[config.mk]
export PLATFORM = sky130hd
export DESIGN_NAME = conv_kxk_bitserial_pim
export DESIGN_NICKNAME = d
export VERILOG_FILES = /design/src/rtl/pim_conv_pkg.sv /design/src/rtl/pim_xbar_mac.sv /design/src/rtl/conv_kxk_bitserial_pim.sv
export SDC_FILE = /design/constraint.sdc
export NUM_CORES = 2
export LEC_CHECK = 0
export BUFFER_PORTS_ARGS = -buffer_cell sky130_fd_sc_hd__buf_2
export CAP_MARGIN = 15
export CORE_MARGIN = 4
export CORE_UTILIZATION = 50
export CTS_BUF_LIST = sky130_fd_sc_hd__clkbuf_4
export DETAILED_ROUTE_END_ITERATION = 10
export PLACE_DENSITY = 0.67
export RECOVER_POWER = 100
export SETUP_SLACK_MARGIN = 0.5
export SLEW_MARGIN = 20
export SYNTH_ARGS = -nofsm -noshare
export SYNTH_HDL_FRONTEND = slang
export SYNTH_SLANG_ARGS = --single-unit
[constraint.sdc]
create_clock -name clk -period 16.1 [get_ports clk]
set_clock_uncertainty 0.05 [all_clocks]
set_input_delay 2.415 -clock clk [delete_from_list [all_inputs] [get_ports clk]]
set_output_delay 2.415 -clock clk [all_outputs]
set_load 0.03 [all_outputs]
[src/rtl/pim_conv_pkg.sv]
// Shared types and width helpers for the bit-serial KxK PIM convolution engine.
package pim_conv_pkg;

  typedef enum logic [1:0] {
    IDLE    = 2'd0,
    COMPUTE = 2'd1,
    DONE    = 2'd2
  } state_t;

  // ceil(log2(v)); 0 for v <= 1
  function automatic int unsigned clogb2(input int unsigned v);
    int unsigned r;
    r = 0;
    for (int unsigned i = 0; i < 32; i++) begin
      if ((64'd1 << i) < 64'(v)) r = i + 1;
    end
    return r;
  endfunction

  // index width that never collapses to zero bits
  function automatic int unsigned clog_min1(input int unsigned v);
    return (clogb2(v) == 0) ? 1 : clogb2(v);
  endfunction

  function automatic int unsigned nslice(input int unsigned p_in, input int unsigned slice);
    return (p_in + slice - 1) / slice;
  endfunction

  function automatic int unsigned out_w(input int unsigned adc_p, input int unsigned p_in,
                                        input int unsigned slice);
    return adc_p + nslice(p_in, slice) * slice;
  endfunction

endpackage

[src/rtl/pim_xbar_mac.sv]
// Combinational crossbar dot product of one input bit-slice against a weight
// bank, followed by an ADC model that saturates at 2^ADC_P-1.
module pim_xbar_mac
  import pim_conv_pkg::*;
#(
  parameter int N     = 25,
  parameter int SLICE = 3,
  parameter int P_W   = 8,
  parameter int ADC_P = 16
) (
  input  logic [N*SLICE-1:0] slice_vec,
  input  logic [N*P_W-1:0]   w_vec,
  output logic [ADC_P-1:0]   p,
  output logic               clip
);

  localparam int unsigned RAW_W = SLICE + P_W + clog_min1(N);
  localparam int unsigned SUM_W = (RAW_W > ADC_P) ? RAW_W : ADC_P + 1;

  logic [SUM_W-1:0] sum;

  // Analogue column sum, then clip anything above the ADC full scale
  always_comb begin
    sum = '0;
    for (int unsigned i = 0; i < N; i++) begin
      sum = sum + SUM_W'(slice_vec[i*SLICE +: SLICE]) * SUM_W'(w_vec[i*P_W +: P_W]);
    end
    clip = |sum[SUM_W-1:ADC_P];
    p    = clip ? '1 : sum[ADC_P-1:0];
  end

endmodule

[src/rtl/conv_kxk_bitserial_pim.sv]
// KxK convolution engine: one crossbar time-multiplexed over input bit-slices
// (MSB first), recombined by shift-and-add, with banked weights and handshakes.
module conv_kxk_bitserial_pim
  import pim_conv_pkg::*;
#(
  parameter int K     = 5,
  parameter int P_IN  = 12,
  parameter int P_W   = 8,
  parameter int SLICE = 3,
  parameter int ADC_P = 16,
  parameter int DEPTH = 4
) (
  input  logic                                 clk,
  input  logic                                 rst_n,
  input  logic                                 w_we,
  input  logic [clog_min1(DEPTH)-1:0]          w_bank,
  input  logic [clog_min1(K*K)-1:0]            w_idx,
  input  logic [P_W-1:0]                       w_data,
  output logic                                 w_err,
  input  logic                                 in_valid,
  output logic                                 in_ready,
  input  logic [K*K*P_IN-1:0]                  in_data,
  input  logic [clog_min1(DEPTH)-1:0]          in_bank,
  output logic                                 out_valid,
  input  logic                                 out_ready,
  output logic [out_w(ADC_P, P_IN, SLICE)-1:0] out_data,
  output logic                                 out_sat,
  output logic                                 busy
);

  localparam int unsigned N  = K * K;
  localparam int unsigned NS = nslice(P_IN, SLICE);
  localparam int unsigned SW = NS * SLICE;
  localparam int unsigned OW = out_w(ADC_P, P_IN, SLICE);
  localparam int unsigned BW = clog_min1(DEPTH);
  localparam int unsigned CW = clog_min1(NS);

  state_t             state;
  logic [P_W-1:0]     wmem [DEPTH][N];
  logic [N*SW-1:0]    tap_q;
  logic [BW-1:0]      bank_q;
  logic [CW-1:0]      cnt;
  logic [OW-1:0]      acc;
  logic [OW-1:0]      acc_next;
  logic               sat;
  logic [N*SLICE-1:0] slice_vec;
  logic [N*P_W-1:0]   w_vec;
  logic [ADC_P-1:0]   p;
  logic               clip;
  logic               w_ok;
  logic               accept;

  assign in_ready = rst_n && ((state == IDLE) || ((state == DONE) && out_ready));
  assign accept   = in_valid && in_ready;
  assign w_ok     = w_we && (state == IDLE) && (32'(w_idx) < N) && (32'(w_bank) < DEPTH);
  assign acc_next = (acc << SLICE) + OW'(p);

  // Present the current slice of every tap and the selected bank to the crossbar
  always_comb begin
    slice_vec = '0;
    w_vec     = '0;
    for (int unsigned i = 0; i < N; i++) begin
      slice_vec[i*SLICE +: SLICE] = tap_q[i*SW + 32'(cnt)*SLICE +: SLICE];
      w_vec[i*P_W +: P_W]         = wmem[bank_q][i];
    end
  end

  pim_xbar_mac #(
    .N    (N),
    .SLICE(SLICE),
    .P_W  (P_W),
    .ADC_P(ADC_P)
  ) u_xbar (
    .slice_vec(slice_vec),
    .w_vec    (w_vec),
    .p        (p),
    .clip     (clip)
  );

  // FSM, weight file, input latch and shift-add accumulator
  always_ff @(posedge clk or negedge rst_n) begin
    if (!rst_n) begin
      state     <= IDLE;
      busy      <= 1'b0;
      out_valid <= 1'b0;
      out_data  <= '0;
      out_sat   <= 1'b0;
      w_err     <= 1'b0;
      tap_q     <= '0;
      bank_q    <= '0;
      cnt       <= '0;
      acc       <= '0;
      sat       <= 1'b0;
      for (int unsigned b = 0; b < DEPTH; b++) begin
        for (int unsigned i = 0; i < N; i++) wmem[b][i] <= '0;
      end
    end else begin
      w_err <= w_we && !w_ok;
      if (w_ok) wmem[w_bank][w_idx] <= w_data;

      case (state)
        COMPUTE: begin
          acc <= acc_next;
          sat <= sat | clip;
          if (cnt == '0) begin
            state     <= DONE;
            out_valid <= 1'b1;
            out_data  <= acc_next;
            out_sat   <= sat | clip;
          end else begin
            cnt <= cnt - 1'b1;
          end
        end
        DONE: begin
          if (out_ready) begin
            out_valid <= 1'b0;
            if (!in_valid) begin
              state <= IDLE;
              busy  <= 1'b0;
            end
          end
        end
        default: ;
      endcase

      // Accept from IDLE or back-to-back from DONE; placed last so it
      // overrides the state update of the case above
      if (accept) begin
        state  <= COMPUTE;
        busy   <= 1'b1;
        bank_q <= in_bank;
        acc    <= '0;
        sat    <= 1'b0;
        cnt    <= CW'(NS - 1);
        for (int unsigned i = 0; i < N; i++) begin
          tap_q[i*SW +: SW] <= SW'(in_data[i*P_IN +: P_IN]);
        end
      end
    end
  end

endmodule

; ---- After elaboration in Yosys (flattened, before gate mapping)
; Cells that the tools add are included.
[word_totals]
out_inout_bits = 33
register_bits = 1164
in_bits = 322
elab_cells = 281
[op_classes]
n_lt_le_gt_ge = 6
bitwise = 4
mul = 26
reduce_logical = 22
muxes = 28
n_shift = 25
eq_ne = 9
add_sub_neg = 50
[op_table]
columns = op, n
row1 = 300-bit by 10-bit indexed part select with 3-bit output, 11
row2 = 300-bit by 9-bit indexed part select with 3-bit output, 5
row3 = 300-bit by 11-bit indexed part select with 3-bit output, 3
row4 = 300-bit by 8-bit indexed part select with 3-bit output, 3
row5 = 800-bit bitwise mux, 1
row6 = 200-bit 2-to-1 mux, 3
row7 = 200-bit binary-select mux with 2-bit select, 1
row8 = 200-bit demux with 2-bit select, 1
row9 = 17-bit by 11-bit adder with 17-bit output, 23
row10 = 300-bit by 5-bit indexed part select with 3-bit output, 1
row11 = 300-bit by 6-bit indexed part select with 3-bit output, 1
row12 = 300-bit by 7-bit indexed part select with 3-bit output, 1
row13 = 3-bit by 8-bit multiplier with 11-bit output, 25
row14 = "8-bit by 4-bit adder with 9-bit output, first input constant", 11
row15 = 25-bit 2-to-1 mux, 2
row16 = "7-bit by 4-bit adder with 8-bit output, first input constant", 5
row17 = 8-bit demux with 5-bit select, 1
row18 = "9-bit by 4-bit adder with 10-bit output, first input constant", 3
row19 = 28-bit by 16-bit adder with 28-bit output, 1
row20 = "6-bit by 4-bit adder with 7-bit output, first input constant", 3
row21 = 16-bit 2-to-1 mux, 1
row22 = 2-bit 2-to-1 mux, 7
row23 = 11-bit by 11-bit adder with 12-bit output, 1
row24 = "3-bit != test, second input constant", 3
row25 = 29 further kinds, 53

; ---- Longest topological paths before layout
[depth]
word_depth = 33
mapped_depth = 47
ltp_nobuf = 43

; ---- Hierarchy
; A second synthesis with hierarchy kept.
[hier_totals]
cells_unflattened = 5880
hier_area_um2 = 70480.1
[modules_own_cells]
columns = module, n_inst, area_each_um2, cells_per_inst, seq_area_each_um2
row1 = conv_kxk_bitserial_pim, 1, 51640.8, 3884, 29127.9
row2 = pim_xbar_mac, 1, 18839.3, 1996, 0.0

; ---- Least setup slack after synthesis
; OpenSTA, ideal clock, no wires.
[synth_path]
path_kind = flip-flop to flip-flop
start = register cnt[0]
end = register out_data[26]
path_buffers = 4
arrival_ns = 11.341
setup_ns = 0.131
t_required_ns = 15.919
path_slack_ns = 4.578
period_less_slack_ns = 11.522
stages_incl_launch_ff = 44
path_cell_list = dfrtp_1 > clkbuf_1 > buf_2 > buf_2 > mux4_2 > and2_1 > fa_1 > inv_1 > fa_1 > inv_1 > fa_1 > ha_1 > a21o_1 > a21oi_1 > o21ai_0 > o21ai_0 > nand2b_1 > a21oi_1 > [... 8 more ...] > fa_1 > inv_1 > ha_1 > a2111o_1 > o21ai_0 > o21a_1 > o21bai_1 > nand2_1 > buf_2 > o21ai_0 > ha_1 > a2111o_1 > a31oi_1 > o31ai_1 > a221oi_2 > and3b_1 > xnor2_1 > o21ai_1
[synth_via]
elab_chain_cells = 30
elab_cells_between_ends = 103
classes_between = 49 x add/sub / 26 x mul / 25 x shift / 1 x mux / 2 x reduce/logical
[synth_lines]
columns = element, line
row1 = from (decl), conv_kxk_bitserial_pim.sv:42  ; logic [CW-1:0] cnt;
row2 = from (signal assigned), conv_kxk_bitserial_pim.sv:111  ; cnt <= cnt - 1'b1;
row3 = from (signal assigned), conv_kxk_bitserial_pim.sv:134  ; cnt <= CW'(NS - 1);
row4 = 2-bit by 2-bit multiplier with 4-bit output, conv_kxk_bitserial_pim.sv:63  ; slice_vec[i*SLICE +: SLICE] = tap_q[i*SW + 32'(cnt)*SLICE +: SLICE];
row5 = 4-bit by 4-bit adder with 5-bit output, conv_kxk_bitserial_pim.sv:63
row6 = 300-bit by 6-bit indexed part select with 3-bit output, conv_kxk_bitserial_pim.sv:63
row7 = 3-bit by 8-bit multiplier with 11-bit output, pim_xbar_mac.sv:26  ; sum = sum + SUM_W'(slice_vec[i*SLICE +: SLICE]) * SUM_W'(w_vec[i*P_W +: P_W]);
row8 = 11-bit by 11-bit adder with 12-bit output, pim_xbar_mac.sv:26
row9 = 17-bit by 11-bit adder with 17-bit output (23 in series), pim_xbar_mac.sv:26
row10 = 16-bit 2-to-1 mux, pim_xbar_mac.sv:29  ; p = clip ? '1 : sum[ADC_P-1:0];
row11 = 28-bit by 16-bit adder with 28-bit output, conv_kxk_bitserial_pim.sv:56  ; assign acc_next = (acc << SLICE) + OW'(p);
row12 = to (signal assigned), conv_kxk_bitserial_pim.sv:108  ; out_data <= acc_next;
row13 = to (decl), conv_kxk_bitserial_pim.sv:26  ; output logic [out_w(ADC_P, P_IN, SLICE)-1:0] out_data,
; Several ways; a longest one is shown, not always the timed one.
; A chain may end at the register's enable or synchronous reset.

; ---- Final worst setup path
[layout_path]
start = register bank_q[0]
end = register out_data[26]
[layout_via]
elab_chain_cells = 31
elab_cells_between_ends = 55
classes_between = 25 x add/sub / 25 x mul / 4 x mux / 1 x bitwise
[layout_lines]
columns = element, line
row1 = from (decl), conv_kxk_bitserial_pim.sv:41  ; logic [BW-1:0] bank_q;
row2 = from (signal assigned), conv_kxk_bitserial_pim.sv:131  ; bank_q <= in_bank;
row3 = 2-bit inverter with 3-bit output (implied by the code) *, conv_kxk_bitserial_pim.sv:64  ; w_vec[i*P_W +: P_W] = wmem[bank_q][i];
row4 = 200-bit binary-select mux with 2-bit select *, conv_kxk_bitserial_pim.sv:64
row5 = 200-bit 2-to-1 mux (implied by the code) * (2 in series), conv_kxk_bitserial_pim.sv:64
row6 = 3-bit by 8-bit multiplier with 11-bit output, pim_xbar_mac.sv:26
row7 = 11-bit by 11-bit adder with 12-bit output, pim_xbar_mac.sv:26
row8 = 17-bit by 11-bit adder with 17-bit output (22 in series), pim_xbar_mac.sv:26
row9 = 17-bit by 11-bit adder with 17-bit output *, pim_xbar_mac.sv:26
row10 = 16-bit 2-to-1 mux *, pim_xbar_mac.sv:29
row11 = 28-bit by 16-bit adder with 28-bit output *, conv_kxk_bitserial_pim.sv:56
; Every way passes the cells marked *; elsewhere a longest branch is shown, timed or not. The select of a mux whose other input is x is not followed.

==> out/metrics.yaml <==
run_status:
  status: "complete, but fails checks"
  violations: "capacitance limit, slew limit"
global_route:
  grt_pass1_vias: 49740
  gr-total-overflow: 0
  grt_start_max_net_pins: 192
  grt_pass1_wl_um: 300300
  grt_usage: 0.2700
  antenna_found_initial: 16
hold_path:
  holdPathStages: 2
  min_path_type: "register to register"
  hold_end: "tap_q[210]"
  holdCritStartpoint: "tap_q[210]"
route:
  vias: 45970
  ant_nets: 0
  drc_errors: 0
  viasPerCell: 5.453
  dr.pass1.iters: 7
  wire_per_inst_um: 23.18
  finalWirelength_um: 195400
  drt_iter0_drc: 2981
yosys:
  ys_ff_latch: 1164
  synth_area_mm2: 0.07104
  synth_cells: 5867
  syn_nets: 6917
  synth.avg_cell_area_um2: 12.11
  ys_seq_area_frac: 0.4100
  dominantRegCellSynth: "dfrtp_1"
  yosys_warnings: 0
  synth_edf_count: 0
  yosysUniqueCellTypes: 59
  synth-async-reset-ratio: 1.000
critical_path:
  end_kind: "register"
  crit_path_max_fanout: 30
  slowest_delay_ps: 870
  crit_path_start_kind: "register"
  worstPathArrival_ps: 14550
  crit_family: "adder cells"
  critPathRequiredTime_ps: 17140
  r2r-end: "out_data[26]"
  slowest_stage: "dfrtp_4"
  rr_startpoint: "bank_q[0]"
  worst-path-buf-inv: 5
  r2r_slack_ps: 2590
  worstSetupPathType: "register to register"
  critPathMostFrequentCell: "fa_1"
  reg2reg_depth: 39
cts:
  clkTransAtPathRegs_ps: 60
  cts_sinks: 1164
  cts_resized: 0
  cts-root-buf: "clkbuf_4"
  htreeDepth: 5
  cts_tree: "yes"
  cts_buffers: 326
  insertion_delay_ps: 1270
  clockBufferDepth: 4
  post_cts_buffers: 0
  hold_buffers: 0
power_and_ir_drop:
  pwr-share-comb: 0.484
  total_leakage_power_uw: 0.03949
  pwr-share-seq: 0.309
  pwr-share-clk: 0.207
  swShare: 0.4344
  finalPower_uw: 12520
  p_switching_uw: 5437
  power.density_mw_per_mm2: 161.6
  intPower_uw: 7081
  vdd_drop_max_mv: 0.3152
floorplan:
  fp-row-count: 138
  start_util: 0.5023
  die-area_mm2: 0.1482
  floorplan.die.height_um: 384.9
  ios: 355
  coreArea_mm2: 0.1414
  die_w_um: 384.9
timing:
  max-slew-margin-rel: -4.788
  whs_ps: 420.2
  tightest_slew_ps: 8682
  slew_violations: 865
  setup_viol: 0
  tns_ps: 0
  hold_viol: 0
  fmax_mhz: 74.03
  fin_crit_sh: 0.8390
  setup_ws_ps: 2592
  rsz0062_at_grt: "no"
  finalCriticalPeriod_ps: 13510
finish:
  layout.nets: 7387
  post-route-util: 0.5477
  area_growth_pct: 9.032
  drive_gt1_frac: 0.2923
run:
  maxCapViolCount: 13
place:
  dp_slack_ps: 2873
  hpwl_um: 145500
  place_congestion: 0.9689
  portBuffers: 354
==> per-layer routing <==
| layer | global-route usage | share of wire | up-vias | routed length, µm |
|---|---|---|---|---|
| met5 | 0 | 0.000067 | - | 13 |
| met4 | 0.09982 | 0.035 | 2 | 6923 |
| met3 | 0.05778 | 0.061 | 364 | 11920 |
| met2 | 0.4389 | 0.49 | 1302 | 94920 |
| met1 | 0.3596 | 0.42 | 24180 | 81650 |
| li1 | - | - | 20120 | - |
==> power groups by stage <==
stage | Sequential, µW | Clock [µW] | Combinational (µW)
floorplan | 3770 | 0 | 3950
global placement | 3880 | 0 | 5950
detailed placement | 3910 | 0 | 6050
CTS | 3860 | 2670 | 6080
global route | 3930 | 2830 | 6620
finish | 3870 | 2590 | 6060
==> cells in the mapped netlist (all sizes together) (14+ instances only) <==
library cell / instances / area share
mux2: 802 / 0.13
ha: 161 / 0.028
a21oi: 30 / 0.0021
and2: 318 / 0.028
nand2: 1311 / 0.070
nand3: 17 / 0.0012
xnor2: 14 / 0.0017
mux4: 275 / 0.087
dfrtp: 1164 / 0.41
xor2: 23 / 0.0028
fa: 567 / 0.16
inv: 647 / 0.034
clkbuf: 185 / 0.0098
buf: 68 / 0.0051
nor2: 116 / 0.017
o21ai: 75 / 0.0053
==> worst max path at each step <==
stage	from	endpoint	slack (ps)	cells after the start
floorplan	cnt[0]	out_data[26]	4580	43
global placement	bank_q[0]	out_data[26]	3070	39
detailed placement	bank_q[0]	out_data[26]	2870	39
CTS	bank_q[0]	out_data[26]	2900	39
global route	rst_n	tap_q[248]	1290	4
finish	bank_q[0]	out_data[26]	2590	39
==> placed cells by master, fill, tap and decap left out, types with 116 or more instances in the layout <==
cell	synthesis	layout
clkbuf_4	0	465
dfrtp_1	1164	1160
and2_1	318	318
mux4_2	275	275
nor2_1	34	116
buf_2	38	311
mux2_2	793	789
nand2_1	1298	1306
inv_1	647	647
ha_1	161	161
fa_1	567	567
==> tightest hold or removal path, delay by kind of cell (launching register included) <==
kind | cells | cell delay [ps]
flip-flops | 1 | 340
AND/OR/NAND/NOR | 2 | 100
==> area by class of cell <==
type / count / area, µm²
antenna: 17 / 42.54
sequential: 1164 / 29140
fill: 12140 / 63960
timing repair buffer: 395 / 2103
multi-input combinational: 3803 / 37580
clock inverter: 50 / 302.8
tap: 1890 / 2365
inverter: 647 / 2429
clock buffer: 465 / 3491
==> sequential cells by signal (all words and copies together) (netlist names) <==
| name | flops |
|---|---|
| wmem | 800 |
| bank_q | 2 |
| state | 2 |
| sat | 1 |
| busy | 1 |
| out_valid | 1 |
| cnt | 2 |
| out_sat | 1 |
| out_data | 28 |
| w_err | 1 |
| tap_q | 300 |
| acc | 25 |
==> metrics by stage <==
step / instances / cell area (µm²)
final: 8431 / 77450
after global routing: 8429 / 77450
after CTS: 8413 / 78380
after detailed placement: 7898 / 74590
after global placement: 7898 / 74590
after floorplan: 5867 / 71040
==> kinds of logic after synthesis <==
| group | count (synthesis) | share of synthesized area |
|---|---|---|
| simple gates | 1815 | 0.1214 |
| flops | 1164 | 0.4100 |
| mux | 1077 | 0.2147 |
| buf+inv | 900 | 0.04905 |
| fa+ha+maj | 728 | 0.1881 |
| compound gates | 146 | 0.01207 |
| xor+xnor | 37 | 0.004562 |
Note: power is estimated with default switching activity, not from simulation.
